### src/rtl/mc_pkg.sv
// mc_pkg: shared state, ALU op, opcode/funct and datapath select encodings for the multicycle controller
package mc_pkg;
  typedef enum logic [3:0] {
    S_FETCH, S_DECODE, S_EXEC_R, S_EXEC_I, S_MEMADDR, S_MEMRD, S_MEMWR,
    S_WB_R, S_WB_I, S_WB_MEM, S_BRANCH, S_JUMP, S_TRAP
  } state_t;
  typedef enum logic [3:0] {
    C_R, C_I, C_LW, C_SW, C_BEQ, C_BNE, C_J, C_JAL, C_JR, C_ILL
  } cls_t;
  localparam logic [3:0] ALU_ADD = 4'd0, ALU_SUB = 4'd1, ALU_AND = 4'd2, ALU_OR = 4'd3,
                         ALU_SLT = 4'd4, ALU_ADDU = 4'd5, ALU_SUBU = 4'd6, ALU_PASS = 4'd7;
  localparam logic [5:0] OP_R = 6'h00, OP_J = 6'h02, OP_JAL = 6'h03, OP_BEQ = 6'h04,
                         OP_BNE = 6'h05, OP_ADDI = 6'h08, OP_ADDIU = 6'h09, OP_SLTI = 6'h0A,
                         OP_ANDI = 6'h0C, OP_ORI = 6'h0D, OP_LW = 6'h23, OP_SW = 6'h2B;
  localparam logic [5:0] F_JR = 6'h08, F_ADD = 6'h20, F_ADDU = 6'h21, F_SUB = 6'h22,
                         F_SUBU = 6'h23, F_AND = 6'h24, F_OR = 6'h25, F_SLT = 6'h2A;
  localparam logic [1:0] PC_ALU = 2'd0, PC_ALUOUT = 2'd1, PC_JT = 2'd2, PC_A = 2'd3;
  localparam logic [1:0] SB_B = 2'd0, SB_4 = 2'd1, SB_SE = 2'd2, SB_SE2 = 2'd3;
  localparam logic [1:0] RD_RT = 2'd0, RD_RD = 2'd1, RD_31 = 2'd2;
  localparam logic [1:0] MR_ALU = 2'd0, MR_MDR = 2'd1, MR_PC = 2'd2;
endpackage

### src/rtl/mc_decode.sv
// mc_decode: op/funct to instruction class, ALU operation, overflow-trap eligibility and legality
module mc_decode import mc_pkg::*; #(
  parameter int EN_JAL = 1
) (
  input  logic [5:0] op,
  input  logic [5:0] funct,
  output logic [3:0] cls,
  output logic [3:0] alu_op,
  output logic       ovf_chk,
  output logic       legal
);
  always_comb begin
    cls = C_ILL;
    alu_op = ALU_PASS;
    ovf_chk = 1'b0;
    case (op)
      OP_R: case (funct)
        F_ADD:  begin cls = C_R; alu_op = ALU_ADD; ovf_chk = 1'b1; end
        F_ADDU: begin cls = C_R; alu_op = ALU_ADDU; end
        F_SUB:  begin cls = C_R; alu_op = ALU_SUB; ovf_chk = 1'b1; end
        F_SUBU: begin cls = C_R; alu_op = ALU_SUBU; end
        F_AND:  begin cls = C_R; alu_op = ALU_AND; end
        F_OR:   begin cls = C_R; alu_op = ALU_OR; end
        F_SLT:  begin cls = C_R; alu_op = ALU_SLT; end
        F_JR:   cls = C_JR;
        default: ;
      endcase
      OP_ADDI:  begin cls = C_I; alu_op = ALU_ADD; ovf_chk = 1'b1; end
      OP_ADDIU: begin cls = C_I; alu_op = ALU_ADDU; end
      OP_ANDI:  begin cls = C_I; alu_op = ALU_AND; end
      OP_ORI:   begin cls = C_I; alu_op = ALU_OR; end
      OP_SLTI:  begin cls = C_I; alu_op = ALU_SLT; end
      OP_LW:    cls = C_LW;
      OP_SW:    cls = C_SW;
      OP_BEQ:   cls = C_BEQ;
      OP_BNE:   cls = C_BNE;
      OP_J:     cls = C_J;
      OP_JAL:   cls = (EN_JAL != 0) ? C_JAL : C_ILL;
      default: ;
    endcase
  end
  assign legal = cls != C_ILL;
endmodule

### src/rtl/mc_ctrl.sv
// mc_ctrl: multicycle MIPS-style control FSM with memory wait timeout and sticky trap
module mc_ctrl import mc_pkg::*; #(
  parameter int MEM_TIMEOUT = 16,
  parameter int EN_OVF_TRAP = 1,
  parameter int EN_JAL = 1
) (
  input  logic       clk,
  input  logic       reset,
  input  logic [5:0] op,
  input  logic [5:0] funct,
  input  logic       alu_zero,
  input  logic       alu_ovf,
  input  logic       mem_ack,
  output logic       mem_req,
  output logic       mem_we,
  output logic       mem_src,
  output logic       ir_we,
  output logic       mdr_we,
  output logic       pc_we,
  output logic       reg_we,
  output logic [1:0] pc_src,
  output logic       alu_src_a,
  output logic [1:0] alu_src_b,
  output logic [3:0] alu_op,
  output logic [1:0] reg_dst,
  output logic [1:0] mem_to_reg,
  output logic [3:0] state,
  output logic       error
);
  localparam int CW = $clog2(MEM_TIMEOUT + 2);
  state_t cur, nxt;
  logic [CW-1:0] cnt;
  logic [3:0] cls, dec_op;
  logic ovf_chk, legal, waiting, tmo, is_ovf;
  mc_decode #(.EN_JAL(EN_JAL)) u_dec (
    .op(op), .funct(funct), .cls(cls), .alu_op(dec_op), .ovf_chk(ovf_chk), .legal(legal)
  );
  // derived from state rather than mem_req to keep the output decode out of the timeout path
  assign waiting = (cur == S_FETCH || cur == S_MEMRD || cur == S_MEMWR) && !mem_ack;
  assign tmo = MEM_TIMEOUT != 0 && waiting && int'(cnt) == MEM_TIMEOUT - 1;
  assign is_ovf = EN_OVF_TRAP != 0 && alu_ovf && ovf_chk;
  assign state = cur;
  always_ff @(posedge clk or posedge reset)
    if (reset) begin
      cur <= S_FETCH;
      cnt <= '0;
    end else begin
      cur <= nxt;
      cnt <= (nxt != cur || !waiting) ? '0 : cnt + 1'b1;
    end
  always_comb begin
    nxt = cur;
    {mem_req, mem_we, mem_src, ir_we, mdr_we, pc_we, reg_we, alu_src_a, error} = '0;
    pc_src = PC_ALU;
    alu_src_b = SB_B;
    alu_op = ALU_ADD;
    reg_dst = RD_RT;
    mem_to_reg = MR_ALU;
    if (!reset) case (cur)
      S_FETCH: begin
        mem_req = 1'b1;
        alu_src_b = SB_4;
        ir_we = mem_ack;
        pc_we = mem_ack;
        nxt = mem_ack ? S_DECODE : tmo ? S_TRAP : S_FETCH;
      end
      S_DECODE: begin
        alu_src_b = SB_SE2;
        nxt = !legal ? S_TRAP : cls == C_R ? S_EXEC_R : cls == C_I ? S_EXEC_I :
              (cls == C_LW || cls == C_SW) ? S_MEMADDR :
              (cls == C_BEQ || cls == C_BNE) ? S_BRANCH : S_JUMP;
      end
      S_EXEC_R: begin
        alu_src_a = 1'b1;
        alu_op = dec_op;
        nxt = is_ovf ? S_TRAP : S_WB_R;
      end
      S_EXEC_I: begin
        alu_src_a = 1'b1;
        alu_src_b = SB_SE;
        alu_op = dec_op;
        nxt = is_ovf ? S_TRAP : S_WB_I;
      end
      S_MEMADDR: begin
        alu_src_a = 1'b1;
        alu_src_b = SB_SE;
        nxt = cls == C_SW ? S_MEMWR : S_MEMRD;
      end
      S_MEMRD: begin
        mem_req = 1'b1;
        mem_src = 1'b1;
        mdr_we = mem_ack;
        nxt = mem_ack ? S_WB_MEM : tmo ? S_TRAP : S_MEMRD;
      end
      S_MEMWR: begin
        mem_req = 1'b1;
        mem_we = 1'b1;
        mem_src = 1'b1;
        nxt = mem_ack ? S_FETCH : tmo ? S_TRAP : S_MEMWR;
      end
      S_WB_R: begin
        reg_we = 1'b1;
        reg_dst = RD_RD;
        nxt = S_FETCH;
      end
      S_WB_I: begin
        reg_we = 1'b1;
        nxt = S_FETCH;
      end
      S_WB_MEM: begin
        reg_we = 1'b1;
        mem_to_reg = MR_MDR;
        nxt = S_FETCH;
      end
      S_BRANCH: begin
        alu_src_a = 1'b1;
        alu_op = ALU_SUB;
        pc_src = PC_ALUOUT;
        pc_we = cls == C_BNE ? !alu_zero : alu_zero;
        nxt = S_FETCH;
      end
      S_JUMP: begin
        pc_we = 1'b1;
        pc_src = cls == C_JR ? PC_A : PC_JT;
        reg_we = cls == C_JAL;
        reg_dst = cls == C_JAL ? RD_31 : RD_RT;
        mem_to_reg = cls == C_JAL ? MR_PC : MR_ALU;
        nxt = S_FETCH;
      end
      S_TRAP: error = 1'b1;
      default: nxt = S_FETCH;
    endcase
  end
endmodule

### config.mk
export PLATFORM = sky130hd
export DESIGN_NAME = mc_ctrl
export DESIGN_NICKNAME = d
export VERILOG_FILES = /design/src/rtl/mc_pkg.sv /design/src/rtl/mc_decode.sv /design/src/rtl/mc_ctrl.sv
export SDC_FILE = /design/constraint.sdc
export NUM_CORES = 1
export LEC_CHECK = 0
export ABC_AREA = 1
export BUFFER_PORTS_ARGS = -buffer_cell sky130_fd_sc_hd__buf_2
export CAP_MARGIN = 20
export CORE_MARGIN = 5
export CORE_UTILIZATION = 34
export DETAILED_ROUTE_END_ITERATION = 10
export GPL_TIMING_DRIVEN = 1
export PLACE_DENSITY_LB_ADDON = 0.15
export RECOVER_POWER = 50
export SYNTH_ARGS = -nofsm -noshare
export SYNTH_HDL_FRONTEND = slang
export SYNTH_SLANG_ARGS = --single-unit
### constraint.sdc
create_clock -name clk -period 1.6 [get_ports clk]
set_input_delay 0.24 -clock clk [delete_from_list [all_inputs] [get_ports clk]]
set_output_delay 0.24 -clock clk [all_outputs]
set_load 0.02 [all_outputs]
* Word-level counts from Yosys, hierarchy flattened
Cells that the tools add are included.
** Operators by class
- Eq/ne operators :: 41
- Mux-type cells :: 54
- $add $sub $neg :: 1
- Reductions and logical operators :: 23
** Operators with widths (count)
- $pmux 4 s8 :: 2
- $eq 6x6->1 const B :: 9
- $mux 4 :: 13
- $eq 6x4->1 const B :: 6
- $eq 4x3->1 const B :: 7
- $eq 4x4->1 const B :: 6
- $pmux 4 s6 :: 1
- $pmux 3 s7 :: 1
- $mux 1 :: 20
- $eq 4x2->1 const B :: 4
- $pmux 4 s2 :: 2
- $eq 6x2->1 const B :: 2
- $eq 6x3->1 const B :: 2
- $mux 2 :: 6
- $pmux 2 s2 :: 3
- $eq 4x1->1 const B :: 2
- $logic_not 4->1 :: 2
- $reduce_or 2->1 :: 4
- $reduce_or 7->1 :: 1
- $logic_not 6->1 :: 1
- $pmux 2 s3 :: 1
- $reduce_or 3->1 :: 2
- $add 5x1->5 const B :: 1
- $eq 5x5->1 const B :: 1
- 11 further kinds :: 20
** Word-level totals
- Input bits :: 17
- Flip-flop bits (word level) :: 9
- Output and inout bits :: 25
- Word-level logic and storage cells :: 121

* Longest topological paths before layout
Gate-level depths: netlist (run 1).
- Depth in word-level cells :: 16
- Depth in mapped cells :: 15
- Mapped depth without buffers :: 14

* Cells and area by module
From an unflattened synthesis (run 1), not the netlist that was laid out.
** Unflattened totals
- Cells, all modules :: 273
- Area, all modules :: 1500.2 sq um
** By module, submodules not included
- mc_ctrl :: area each 1036.0 sq um, cells each 187, sequential area each 225.2 sq um, instances 1
- mc_decode :: area each 464.2 sq um, cells each 86, sequential area each 0.0 sq um, instances 1

* Least setup slack after synthesis (run 1)
No wires, ideal clock.
- Path type :: register to register
- From :: register cur[1], in the netlist state[1]
- To :: register cnt[2]
- Data required time :: 1479 ps
- Stages on the path, launching flop included :: 16
- Arrival time :: 1644 ps
- Clock period less this slack :: 1765 ps
- Path buffers :: 1
- Setup time :: 121 ps
- Setup slack :: -165 ps
- Cells stage by stage :: dfrtp_1 -> buf_4 -> inv_2 -> nand2_2 -> nor2_2 -> nor2_4 -> nand2_2 -> nand2_2 -> nor2_2 -> nor2_2 -> nor2_1 -> nor2_1 -> nand2_2 -> nand3_2 -> nand2_4 -> nor2_2
** Between the ends
- Cells in the longest elaborated chain, start to end :: 12
- Elaborated cells on any way between the ends :: 24
- Classes of those cells :: 8 x eq/ne; 9 x mux; 7 x reduce/logical
** Ends and longest elaborated chain
- start, declared :: RTL line mc_ctrl.sv:31 : state_t cur, nxt;
- start signal, assigned :: RTL line mc_ctrl.sv:48 : cur <= nxt;
- $eq 4x3->1 or $logic_not 4->1 (tied branches) :: RTL line mc_ctrl.sv:39, mc_ctrl.sv:59
- $logic_or 1x1->1 (2 in a row) :: RTL line mc_ctrl.sv:39 : assign waiting = (cur == S_FETCH || cur == S_MEMRD || cur == S_MEMWR) && !mem_ack;
- $logic_and 1x1->1 :: RTL line mc_ctrl.sv:39
- $logic_and 1x1->1 :: RTL line mc_ctrl.sv:40 : assign tmo = MEM_TIMEOUT != 0 && waiting && int'(cnt) == MEM_TIMEOUT - 1;
- $mux 4 (on tied branches) (2 in a row) :: RTL line mc_ctrl.sv:93, mc_ctrl.sv:65, mc_ctrl.sv:99
- $pmux 4 s8 :: RTL line mc_ctrl.sv:59 : if (!reset) case (cur)
- $mux 4 :: RTL line mc_ctrl.sv:59
- $ne 4x4->1 :: RTL line mc_ctrl.sv:49 : cnt <= (nxt != cur || !waiting) ? '0 : cnt + 1'b1;
- $logic_or 1x1->1 * :: RTL line mc_ctrl.sv:49
- $mux 5 * :: RTL line mc_ctrl.sv:49
- end signal, assigned :: RTL line mc_ctrl.sv:49
- end, declared :: RTL line mc_ctrl.sv:32 : logic [CW-1:0] cnt;
Mark *: on every way between the ends. The rest lies on a longest branch, timed or not.

* Final worst setup path (run 1)
- From :: register cur[1], in the netlist state[1]
- To :: output port error
** Between the ends
- Cells in the longest elaborated chain, start to end :: 3
** Ends and longest elaborated chain
- $eq 4x4->1 :: RTL line mc_ctrl.sv:59
- $mux 1 (2 in a row) :: RTL line mc_ctrl.sv:59
- end, declared :: RTL line mc_ctrl.sv:28 : output logic error
No other way between the ends.

==> results of run 1 <==
==> worst max-delay path by stage <==
stage	from	endpoint	depth (start not counted)
floorplan	state[1]$_DFF_PP0_	cnt[2]$_DFF_PP0_	15
global placement	op[1]	pc_src[0]	11
detailed placement	op[1]	pc_src[0]	11
global route	state[1]$_DFF_PP0_	error	6
CTS	state[2]$_DFF_PP0_	alu_src_a	6
finish	state[1]$_DFF_PP0_	error	6
==> timing repair <==
item                       4_1_cts  5_1_grt
hold endpoints to repair         1        0
setup buffers                   26        7
hold buffers                     1        0
pin swaps                       30       38
gates resized for setup         89       64
setup endpoints to repair       26       29
==> kinds of logic (layout without fill, tap and decap cells) <==
logic type / after synthesis / in the layout / share of synthesized area
flops: 9 / 9 / 0.166
other cells: 1 / 1 / 0.00277
simple gates: 162 / 162 / 0.559
buf+inv: 46 / 178 / 0.133
fa+ha+maj: 2 / 2 / 0.0185
xor+xnor: 2 / 2 / 0.0129
compound gates: 24 / 24 / 0.108
==> synthesized netlist by cell type <==
master / instances / area share
a211oi_1: 2 / 0.011
a21oi_1: 8 / 0.030
a31oi_1: 2 / 0.0092
and3_1: 1 / 0.0046
buf_4: 2 / 0.011
clkbuf_1: 2 / 0.0055
conb_1: 1 / 0.0028
dfrtp_1: 9 / 0.17
ha_1: 2 / 0.018
inv_1: 36 / 0.10
inv_2: 6 / 0.017
nand2_1: 51 / 0.14
nand2_2: 5 / 0.023
nand2_4: 2 / 0.017
nand3_1: 27 / 0.10
nand3_2: 2 / 0.015
nand3b_1: 1 / 0.0055
nand4_1: 2 / 0.0092
nor2_1: 47 / 0.13
nor2_2: 11 / 0.051
nor2_4: 3 / 0.025
nor3_1: 9 / 0.033
nor4_1: 1 / 0.0046
o211a_1: 1 / 0.0074
o21ai_0: 4 / 0.015
o21ai_1: 2 / 0.0074
o21bai_1: 1 / 0.0055
o221ai_1: 1 / 0.0065
o22ai_1: 1 / 0.0046
o31ai_1: 1 / 0.0055
o41ai_1: 1 / 0.0065
xnor2_1: 1 / 0.0065
xor2_1: 1 / 0.0065
==> layer usage <==
layer / vias up / wire length, um
li1: 1050 / -
met1: 928 / 2360
met2: 58 / 2590
met3: 14 / 265
met4: 0 / 141
met5: - / 0
==> state kept, by name, summed over array words and instances (netlist names) <==
signal  flops
cnt         5
state       4
==> metrics by stage <==
| stage | std cells | instance area, um^2 | worst slack [ns] | hold WS, ns |
|---|---|---|---|---|
| 6_report | 428 | 2870 | -0.192 | 0.297 |
| 3_5_place_dp | 393 | 2090 | -0.195 | 0.203 |
| 4_1_cts | 423 | 2620 | -0.155 | 0.297 |
| 3_3_place_gp | 393 | 2090 | -0.189 | 0.202 |
| 2_1_floorplan | 246 | 1390 | -0.0718 | 0.125 |
| 5_1_grt | 428 | 2870 | -0.249 | 0.357 |
==> power breakdown <==
| group | leakage (uW) | internal, uW | switching, uW |
|---|---|---|---|
| Clock | 0.0000228 | 173 | 86.5 |
| Sequential | 0.000116 | 290 | 113 |
| Combinational | 0.00130 | 1060 | 1200 |
| Total | 0.00144 | 1530 | 1400 |
==> layout make-up <==
cell class | instances | share of cell area
flip-flops and latches | 9 | 0.0801
inverters | 42 | 0.0601
well taps | 50 | 0.0218
clock buffers | 4 | 0.0157
repair buffers | 132 | 0.355
multi-input cells | 191 | 0.467
==> worst max-delay path: cells and delay by family (launching register included) <==
kind	cells	cell delay [ns]
simple gates	4	0.53
flops	1	0.48
buf+inv	2	0.31
==> summary by stage, run 1 <==
Synthesis
The mapped netlist covers 1360 um^2. The number of different library cells used by synthesis comes to 33. Synthesis inferred 9 register bits. The number of warning messages in the yosys log is 0.

The average footprint of a synthesized cell is 5.51 um^2. The number of nets handed over by synthesis was 265. Of the synthesized area, sequential elements account for 0.166.

In the synthesized netlist, the number of instances is 246.

Floorplan
The total number of placement rows is 23. The die span in y is 73.1 um. The number of top-level pins is 42. The initial core utilization is 0.344. The die area is 5350 um^2. The floorplan die width is 73.1 um. The total area inside the core boundary comes to 3940 um^2.

STA
The final number of hold-violating endpoints came to 0. The number of endpoints failing setup at the final stage is 29. Dividing the final minimum period by the clock period gives 1.12. The shortest period the worst path allows is 1.79 ns. In the post-route analysis, the smallest setup slack over all paths is -0.192 ns. The final max-slew violation count was 0.

The post-route clock skew is 0.000934 ns. Derived from the worst setup path, the maximum achievable clock frequency is 558 MHz. The total negative setup slack is -2.71 ns.

Setup repair after global routing could not meet its margin everywhere.

Global route
The global routing usage on met1 is 0.273. Entering global routing, the biggest net connects 20 pins. The number of antenna violations at the first check in global routing is 0. The first-pass GRT wire length is 8740 um. Summed over all layers, the global routing overflow is 0. The combined global-route utilization of all metal layers is 0.205. The number of global-route vias before repair was 2,009. The global routing stage identified its most utilized layer as met2. The global routing met2 resource utilization is 0.345.

The met3 track demand over resource in global routing is 0.0207.

Layout
The fraction of final layout cells sized beyond drive strength 1 is 0.651. The repair_antennas step left the layout with diodes totalling 0. Leaving out fill and tap cells, the most frequent cells in the layout are buf_4, nand2_1, inv_1, nor2_4, buf_6. The share of the core filled with cells in the final layout is 0.729. From synthesis to final layout, the design area changed by 112%. For this run, the post-layout net count is 398. Leaving out fill and tap cells, the most frequent cell in the layout is buf_4. Summing all flip-flop and latch instances after layout gives 230 um^2.

The footprint of the multi-input gates is 1340 um^2. The filler cells instantiated in the layout total 305.

Outcome
The checks that failed: negative setup slack. The run finished, with violations left.

Critical path
The setup slack of the most critical reg-to-reg path is -0.14 ns. The worst setup path is launched from a register. The biggest cell delay along the critical path is 0.48 ns.

The number of cells on the worst reg-to-reg path is 14. The terminus of the critical flop-to-flop path is cnt[3]$_DFF_PP0_. The critical path goes through nor2_2 > nand2_1 > inv_1 > nand2_1 > nor2_1 > buf_2. STA classifies the critical path endpoint as a primary output. The arrival time of the worst setup path is 1.55 ns. The slowest stage cell on the critical path is dfrtp_2. The data required time at the worst endpoint is 1.36 ns. The cell that appears most often on the critical path is nand2_1. The worst setup path is of the reg -> out kind.

The top fanout value on the critical path is 6. In this run the critical register-to-register path is launched from state[0]$_DFF_PP0_.

Clocking
The clock passes through at most 2 buffers. The insertion delay to the later sink of the worst-skew pair is 0.23 ns. CTS built an H-tree with a depth of 1. TritonCTS built the clock tree. The number of sinks handled by clock tree synthesis is 9.

Clock-pin slew was measured on the worst setup and hold paths at 0.04 ns. CTS placed an instance of clkbuf_8 at the clock tree root. The clock buffer count from CTS is 3.

Pwr
For this design the static power due to leakage is 0.00144 uW. Dividing total power by cell area gives a power density of 1020 nW/um^2. VDD sags by at most 0.805 mV. After layout, the design draws a total of 2930 uW.

Routing
In the routed layout, each cell is associated on average with a via count of 4.79. The number of remaining DRC errors is 0. In the final routed layout, each cell accounts on average for 12.5 um. The detailed-router iteration count before antenna repair is 4.

The count of nets left with antenna violations once routing finished came out at 0. The overall via count from detail_route is 2,050. The total routed wirelength is 5360 um.

The starting DRC count in detailed routing is 86.

Place
The routability congestion estimate from global placement is 0.911. The placed wire-length estimate after detailed placement is 3660 um. The number of buffer cells added on primary ports is 40.

Min path
The type of the most critical hold path is in -> async.

Flow run
The tool flagged a number of max-cap violations equal to 0.
(Power assumes the default switching activity.)
==> run 2, diff against run 1 <==
--- a/config.mk
+++ b/config.mk
@@ -14,6 +14,8 @@
 export GPL_TIMING_DRIVEN = 1
 export PLACE_DENSITY_LB_ADDON = 0.15
 export RECOVER_POWER = 50
+export REMOVE_ABC_BUFFERS = 1
 export SYNTH_ARGS = -nofsm -noshare
 export SYNTH_HDL_FRONTEND = slang
 export SYNTH_SLANG_ARGS = --single-unit
+export TNS_END_PERCENT = 30
==> summary by stage, run 2 (synthesis results as in run 1) <==
Layout
The fill cell instance count of the final layout is 382. The signed area change from the synthesized netlist to the final layout is 86.6%. In the final layout, the share of cells above drive strength 1 is 0.571. The leading cell type in the layout, fill and taps excluded is buf_4. The count of inserted antenna diode cells is 0. In the layout the commonest cells are buf_4, nand2_1, inv_1, nor2_1. The non-filler instance count after layout is 397.

The register with the most flip-flops in the layout has 5 of them. The register with the most flip-flops is cnt. The design area is 2530 um^2. After the last flow step, the layout net total stands at 367.

Global route
The first global-routing pass estimated 7620 um of wire. Entering global routing, the biggest net connects 12 pins. For this run, the total global-route usage over all layers was measured as 0.178. Summed over all layers, the global routing overflow is 0.

The number of global-route vias before repair came to 1,753. The number of antenna violations at the first check in global routing is 0.

Critical path
The critical path in this run is classified as reg -> out. The data required time at the worst endpoint is 1.36 ns. The buffer and inverter count on the worst path is 3. The biggest cell delay along the critical path is 0.47 ns. The slowest stage cell on the critical path is dfrtp_2. STA classifies the critical path startpoint as a register. The worst setup path is captured at a primary output. On the critical path the largest part of the delay comes from flip-flops. Along the worst path, the maximum fanout reaches 7. The critical path goes through inv_2 > nand2_4 > buf_6 > nor2_4 > o21ai_1 > a31oi_1 > buf_4. For the worst setup path, the data arrival time is 1.53 ns.

Routing
In this run, the number of DRC markers left after iteration 0 of detailed routing was 64. The pre-antenna-repair detailed-routing pass consisted of 4 iterations. Dividing the detail-routed wire length by the instance count gives 11.8 um. For this run, design rule violations remaining after detail routing come to 0.

Detailed routing inserted a total of 1,862 vias. The routed design has 4700 um of wire. The count of nets left with antenna violations once routing finished came out at 0.

The via count normalized by instance count is 4.69.

Floorplan
In this run the horizontal extent of the chip is 73.1 um. The initial core utilization is 0.344. The placeable core region is 3940 um^2. The number of top-level pins is 42. The die area is 5350 um^2. The floorplan step set the die height to 73.1 um. The initialized floorplan defines 23 standard-cell rows.

STA
The number of endpoints failing setup at the final stage is 25. The clock arrives with 0.00353 ns of skew. The tightest hold path in the finished design has a slack of 0.457 ns. The worst max-slew margin expressed relative to the limit is 0.606. The final period utilization is 1.11. The maximum clock frequency is 566 MHz. The shortest period the worst path allows is 1.77 ns. The final number of hold-violating endpoints is 0. Setup repair after global routing could not meet its margin everywhere. The least setup slack across all paths after layout is -0.168 ns. The slew of the pin with the lowest slew margin is 0.591 ns.

The final max-slew violation count is 0.

Clocking
The cell chosen for the clock root is clkbuf_8. TritonCTS built the clock tree. For the worst-skew pair, the clock arrives at the later sink with an insertion delay of 0.23 ns. The clock-pin slew reported for the worst setup and hold paths after clock tree synthesis is 0.05 ns. The H-tree depth reported by CTS is 1. The number of buffers on the longest clock path is 2.

In this run, post-CTS hold repair placed 0 buffers. The number of sinks handled by clock tree synthesis is 9. TritonCTS created 3 clock buffers.

Min path
The tightest min-delay check is of the in -> async type.

Place
Buffers placed on the I/O ports in this run total 40. The placement-stage cell area is 2000 um^2. The congestion estimate from routability-driven global placement came to 0.871. In this run, placement finished with an instance count of 386.

The placed wire-length estimate after detailed placement is 3610 um.

Pwr
In this run the power density over the cells is 1020 nW/um^2. The maximum vdd ir drop is 0.646 mV. The static leakage power is 0.00126 uW.

Flow run
Max-cap violations in this run came to 0.

Outcome
The flow ran to the end, but the final reports show violations. The final reports fail on negative setup slack.
==> run 2: changes by cell type in the layout (fill, tap and decap cells not counted), moves of 3 or more <==
cell     change
buf_4       -20
buf_6        -9
inv_1        +3
inv_4        -3
nand2_1      +5
nand2_2      -4
nor2_1       +3
nor2_4       -4
==> run 2: path summary, 6_finish.rpt <==
check / startpoint / end / slack [ns] / depth (start not counted)
worst min-delay path: reset / cnt[4]$_DFF_PP0_ / 0.46 / 3
worst max register to register: state[3]$_DFF_PP0_ / cnt[2]$_DFF_PP0_ / -0.11 / 14
worst min register to register: cnt[0]$_DFF_PP0_ / cnt[0]$_DFF_PP0_ / 0.55 / 2
min in group clk: mem_ack / state[1]$_DFF_PP0_ / 0.53 / 6
worst max-delay path: state[0]$_DFF_PP0_ / pc_we / -0.17 / 7
max in group asynchronous: reset / state[1]$_DFF_PP0_ / 0.73 / 3
==> run 2: power breakdown <==
group / total (uW) / internal, uW / leakage [uW] / switching (uW)
Combinational: 1920 / 834 / 0.00112 / 1090
Clock: 262 / 173 / 0.0000228 / 88.6
Sequential: 390 / 288 / 0.000117 / 102
==> run 2: tightest hold or removal path, cell delays in order <==
cell and delay, ns:
buf_2 0.17, inv_1 0.24, clkbuf_1 0.50
==> run 2: layout make-up <==
| cell class | count | area (um^2) | area share |
|---|---|---|---|
| Multi-Input combinational cell | 191 | 1270 | 0.504 |
| Timing Repair Buffer | 101 | 753 | 0.298 |
| Sequential cell | 9 | 229 | 0.0905 |
| Inverter | 42 | 165 | 0.0653 |
| Tap cell | 50 | 62.6 | 0.0247 |
| Clock buffer | 4 | 45.0 | 0.0178 |
==> run 2: timing repair <==
| action | in CTS | in global routing |
|---|---|---|
| setup buffers | 4 | 4 |
| setup endpoints to repair | 28 | 29 |
| gates cloned | 0 | 0 |
| gates resized for setup | 60 | 70 |
| pin swaps | 9 | 31 |
==> run 2: metal layers <==
| metal | track usage | vias to the layer above | share of wire |
|---|---|---|---|
| li1 | - | 988 | - |
| met1 | 0.240 | 830 | 0.47 |
| met2 | 0.290 | 35 | 0.47 |
| met3 | 0.0275 | 9 | 0.044 |
| met4 | 0.0574 | 0 | 0.017 |
| met5 | 0 | - | 0 |
==> run 2: metrics by stage <==
step | TNS, ns | worst slack [ns] | power (uW) | utilization
after floorplan | -0.931 | -0.128 | 1190 | -
after global placement | -1.50 | -0.184 | 1810 | 0.507
after detailed placement | -1.80 | -0.171 | 1820 | 0.507
after CTS | -2.57 | -0.185 | 2340 | 0.571
after global routing | -4.86 | -0.253 | 2760 | 0.641
final | -2.24 | -0.168 | 2570 | 0.641
==> run 3, diff against run 2 <==
--- a/config.mk
+++ b/config.mk
@@ -5,7 +5,6 @@
 export SDC_FILE = /design/constraint.sdc
 export NUM_CORES = 1
 export LEC_CHECK = 0
-export ABC_AREA = 1
 export BUFFER_PORTS_ARGS = -buffer_cell sky130_fd_sc_hd__buf_2
 export CAP_MARGIN = 20
 export CORE_MARGIN = 5
==> summary by stage, run 3 <==
Clocking
The number of sinks handled by clock tree synthesis is 9. The cell chosen for the clock root is clkbuf_8. In this run, post-CTS hold repair placed 0 buffers. The clock-pin slew reported for the worst setup and hold paths after clock tree synthesis is 0.04 ns. In this run the deepest clock path goes through 2 buffers.

Clock latency on the worst-skew pair, taken at its later pin, is 0.23 ns. Counting the buffers created by CTS gives 3. CTS built an H-tree with a depth of 1. TritonCTS built the clock tree.

Global route
The overflow left after global routing is 0. The number of antenna violations at the first check in global routing is 0. The first-pass GRT wire length is 7780 um.

The pin count of the biggest net entering global routing is 12. The combined global-route utilization of all metal layers is 0.183. The number of global-route vias before repair is 1,748.

STA
The total negative setup slack is -7.01 ns. The final max-slew violation count was 0. Timing would allow up to 494 MHz.

The post-route clock skew is 0.00346 ns. The final number of hold-violating endpoints is 0. Once routing completed, OpenROAD measured the worst setup slack at -0.424 ns. The worst max-slew margin expressed relative to the limit is 0.533.

The final period utilization is 1.26. After layout, the minimum clock period comes to 2.02 ns. Setup repair after global routing could not meet its margin everywhere. At the pin with the least slew margin, the transition time is 0.700 ns. The number of endpoints failing setup at the final stage is 28.

Floorplan
In this run the horizontal extent of the chip is 72.3 um. The initialized floorplan defines 22 standard-cell rows. The die area is 5230 um^2.

The initial core utilization is 0.356. The core region is 3720 um^2. The number of top-level pins is 42.

From bottom edge to top edge, the die measures 72.3 um.

Min path
The worst hold path belongs to the class in -> reg.

Synthesis
After synthesis, the cell types taking the most area are dfrtp_1, nor2_1, nor3_1, a21oi_1, nand2_1. Of the post-synthesis cell area, the part taken by muxes is 0.0161. Of all flip-flops after synthesis, the portion carrying an async set or reset was 1.00. During synthesis, Yosys emitted a total of 0 warnings.

The simple-gate portion of the synthesized area is 0.438. The cell area that synthesis handed to floorplanning was 1320 um^2. Of the total synthesized cell area, the portion taken by full adders, half adders and majority gates is 0.0189.

By area, the combinational part of the netlist is dominated by simple AND/OR/NAND/NOR gates. The most used flip-flop cell after synthesis is dfrtp_1. Counting flops and latches in the post-synthesis netlist gives 9. The commonest cells after synthesis are nor2_1, nand2_1, nor3_1, a21oi_1, o21ai_0. The number of flops mapped to enable cells by yosys is 0.

The cell count after synthesis came out at 197. The portion of synthesized cell area occupied by the leading cell type is 0.170. The area fraction in compound gates after synthesis is 0.236. The average footprint of a synthesized cell is 6.71 um^2.

The share of the Yosys chip area taken by registers is 0.170. The most frequently used cell type in the post-synthesis netlist is nor2_1. The cell type contributing the most total cell area after synthesis is dfrtp_1.

The xor and xnor area share after synthesis is 0.0331. The count of distinct cell types in the synthesized netlist is 50.

Outcome
The checks that failed: negative setup slack. The run finished, with violations left.

Routing
The wire length per cell is 14.4 um. The starting DRC count in detailed routing is 140. The total routed wirelength is 5050 um.

The detailed-router iteration count before antenna repair is 4. After detailed routing, the number of remaining DRC violations is 0. The overall via count from detail_route is 1,892.

Dividing the detail-routed via count by the number of cells gives 5.38. The number of routed nets with antenna violations is 0.

Critical path
The arrival time of the worst setup path is 1.78 ns. The data required time at the worst endpoint is 1.36 ns. The category of the worst setup path capture point is a primary output. The start-to-end type of the worst setup path is reg -> out. In this run the worst path has a maximum fanout of 3. The element type at the critical path start is a register.

Place
At the end of routability-driven placement, the weighted congestion stood at 0.812. The number of buffer cells added on primary ports is 40. Summed over all nets, the half-perimeter wirelength after detailed placement is 3670 um.

Layout
At the end of the flow the core is filled with cells to 0.657. The register with the most flip-flops in the layout has 5 of them. The signed area change from the synthesized netlist to the final layout is 84.8%. The fraction of final layout cells sized beyond drive strength 1 is 0.569. The number of antenna diodes in the final layout is 0. In the layout the commonest cells are buf_4, buf_2, nor2_1, nand2_1. The register with the most flip-flops is cnt. The leading cell type in the layout, fill and taps excluded is buf_4. The final net count is 324.

Pwr
The maximum vdd ir drop is 0.385 mV. Dividing total power by cell area gives a power density of 1190 nW/um^2. The static leakage power is 0.00108 uW.

Flow run
The tool flagged a number of max-cap violations equal to 0.
run 3: changes by cell type in the layout (fill, tap and decap cells not counted), moves of 11 or more:
| cell | change |
|---|---|
| nand3_1 | -12 |
| inv_2 | -11 |
| nor2_4 | -18 |
| buf_4 | +15 |
| inv_1 | -21 |
| nand2_1 | -28 |
run 3: worst max-delay path, stage by stage (launching register included):
cell,delay [ns]
dfrtp_1,0.41
nand2b_4,0.17
nor2_2,0.08
nand2_1,0.05
or4b_4,0.54
a21oi_2,0.16
buf_6,0.13
run 3: cells by family after synthesis:
group                      Yosys count
AOI/OAI and AO/OA                   47
xor gates and xnor gates             5
adders and majority gates            2
buffers and inverters               22
DFF                                  9
muxes                                2
other                                1
and+or+nand+nor                    109
run 3: final timing paths:
check	slack (ns)	end	start	cells after the start
min in group asynchronous	0.48	state[2]$_DFF_PP0_	reset	3
min reg2reg	0.61	cnt[0]$_DFF_PP0_	cnt[0]$_DFF_PP0_	3
max reg2reg	-0.32	cnt[1]$_DFF_PP0_	state[2]$_DFF_PP0_	7
min	0.46	state[2]$_DFF_PP0_	alu_ovf	4
max in group asynchronous	0.77	state[3]$_DFF_PP0_	reset	3
max	-0.42	reg_we	state[2]$_DFF_PP0_	6
run 3: per-layer routing:
layer	global-route usage	share of wire	vias to the layer above
met2	0.322	0.50	63
met3	0.0111	0.045	15
li1	-	-	926
met5	0	0	-
met1	0.232	0.44	888
met4	0.0668	0.024	0
run 3: cell type report:
cell class	instances	area, um^2
clock buffers	4	45.0
fillers	330	1270
inverters	7	26.3
multi-input cells	166	1210
flip-flops and latches	9	228
well taps	48	60.1
repair buffers	118	872
run 3: where the power goes:
part / internal (uW) / total (uW) / leakage [uW] / switching [uW]
combinational: 1150 / 2310 / 0.000934 / 1160
clock: 173 / 252 / 0.0000228 / 79.0
sequential: 292 / 358 / 0.000119 / 66.0
total: 1610 / 2920 / 0.00108 / 1310
run 3: timing repair:
action / CTS / global route
resized for setup: 51 / 34
endpoints found under the hold margin: 0 / 0
setup endpoints to repair: 29 / 28
pin swaps: 6 / 10
setup buffers: 6 / 4
run 3: through the flow:
step	setup slack, ns	cells	total power, uW	area [um^2]	hold WS (ns)
final	-0.424	352	2920	2440	0.456
after global routing	-0.494	352	3130	2440	0.462
after CTS	-0.384	348	2660	2300	0.177
after detailed placement	-0.366	340	2050	2020	0.355
after global placement	-0.354	340	2060	2020	0.359
after floorplan	-0.655	182	1190	1230	0.107
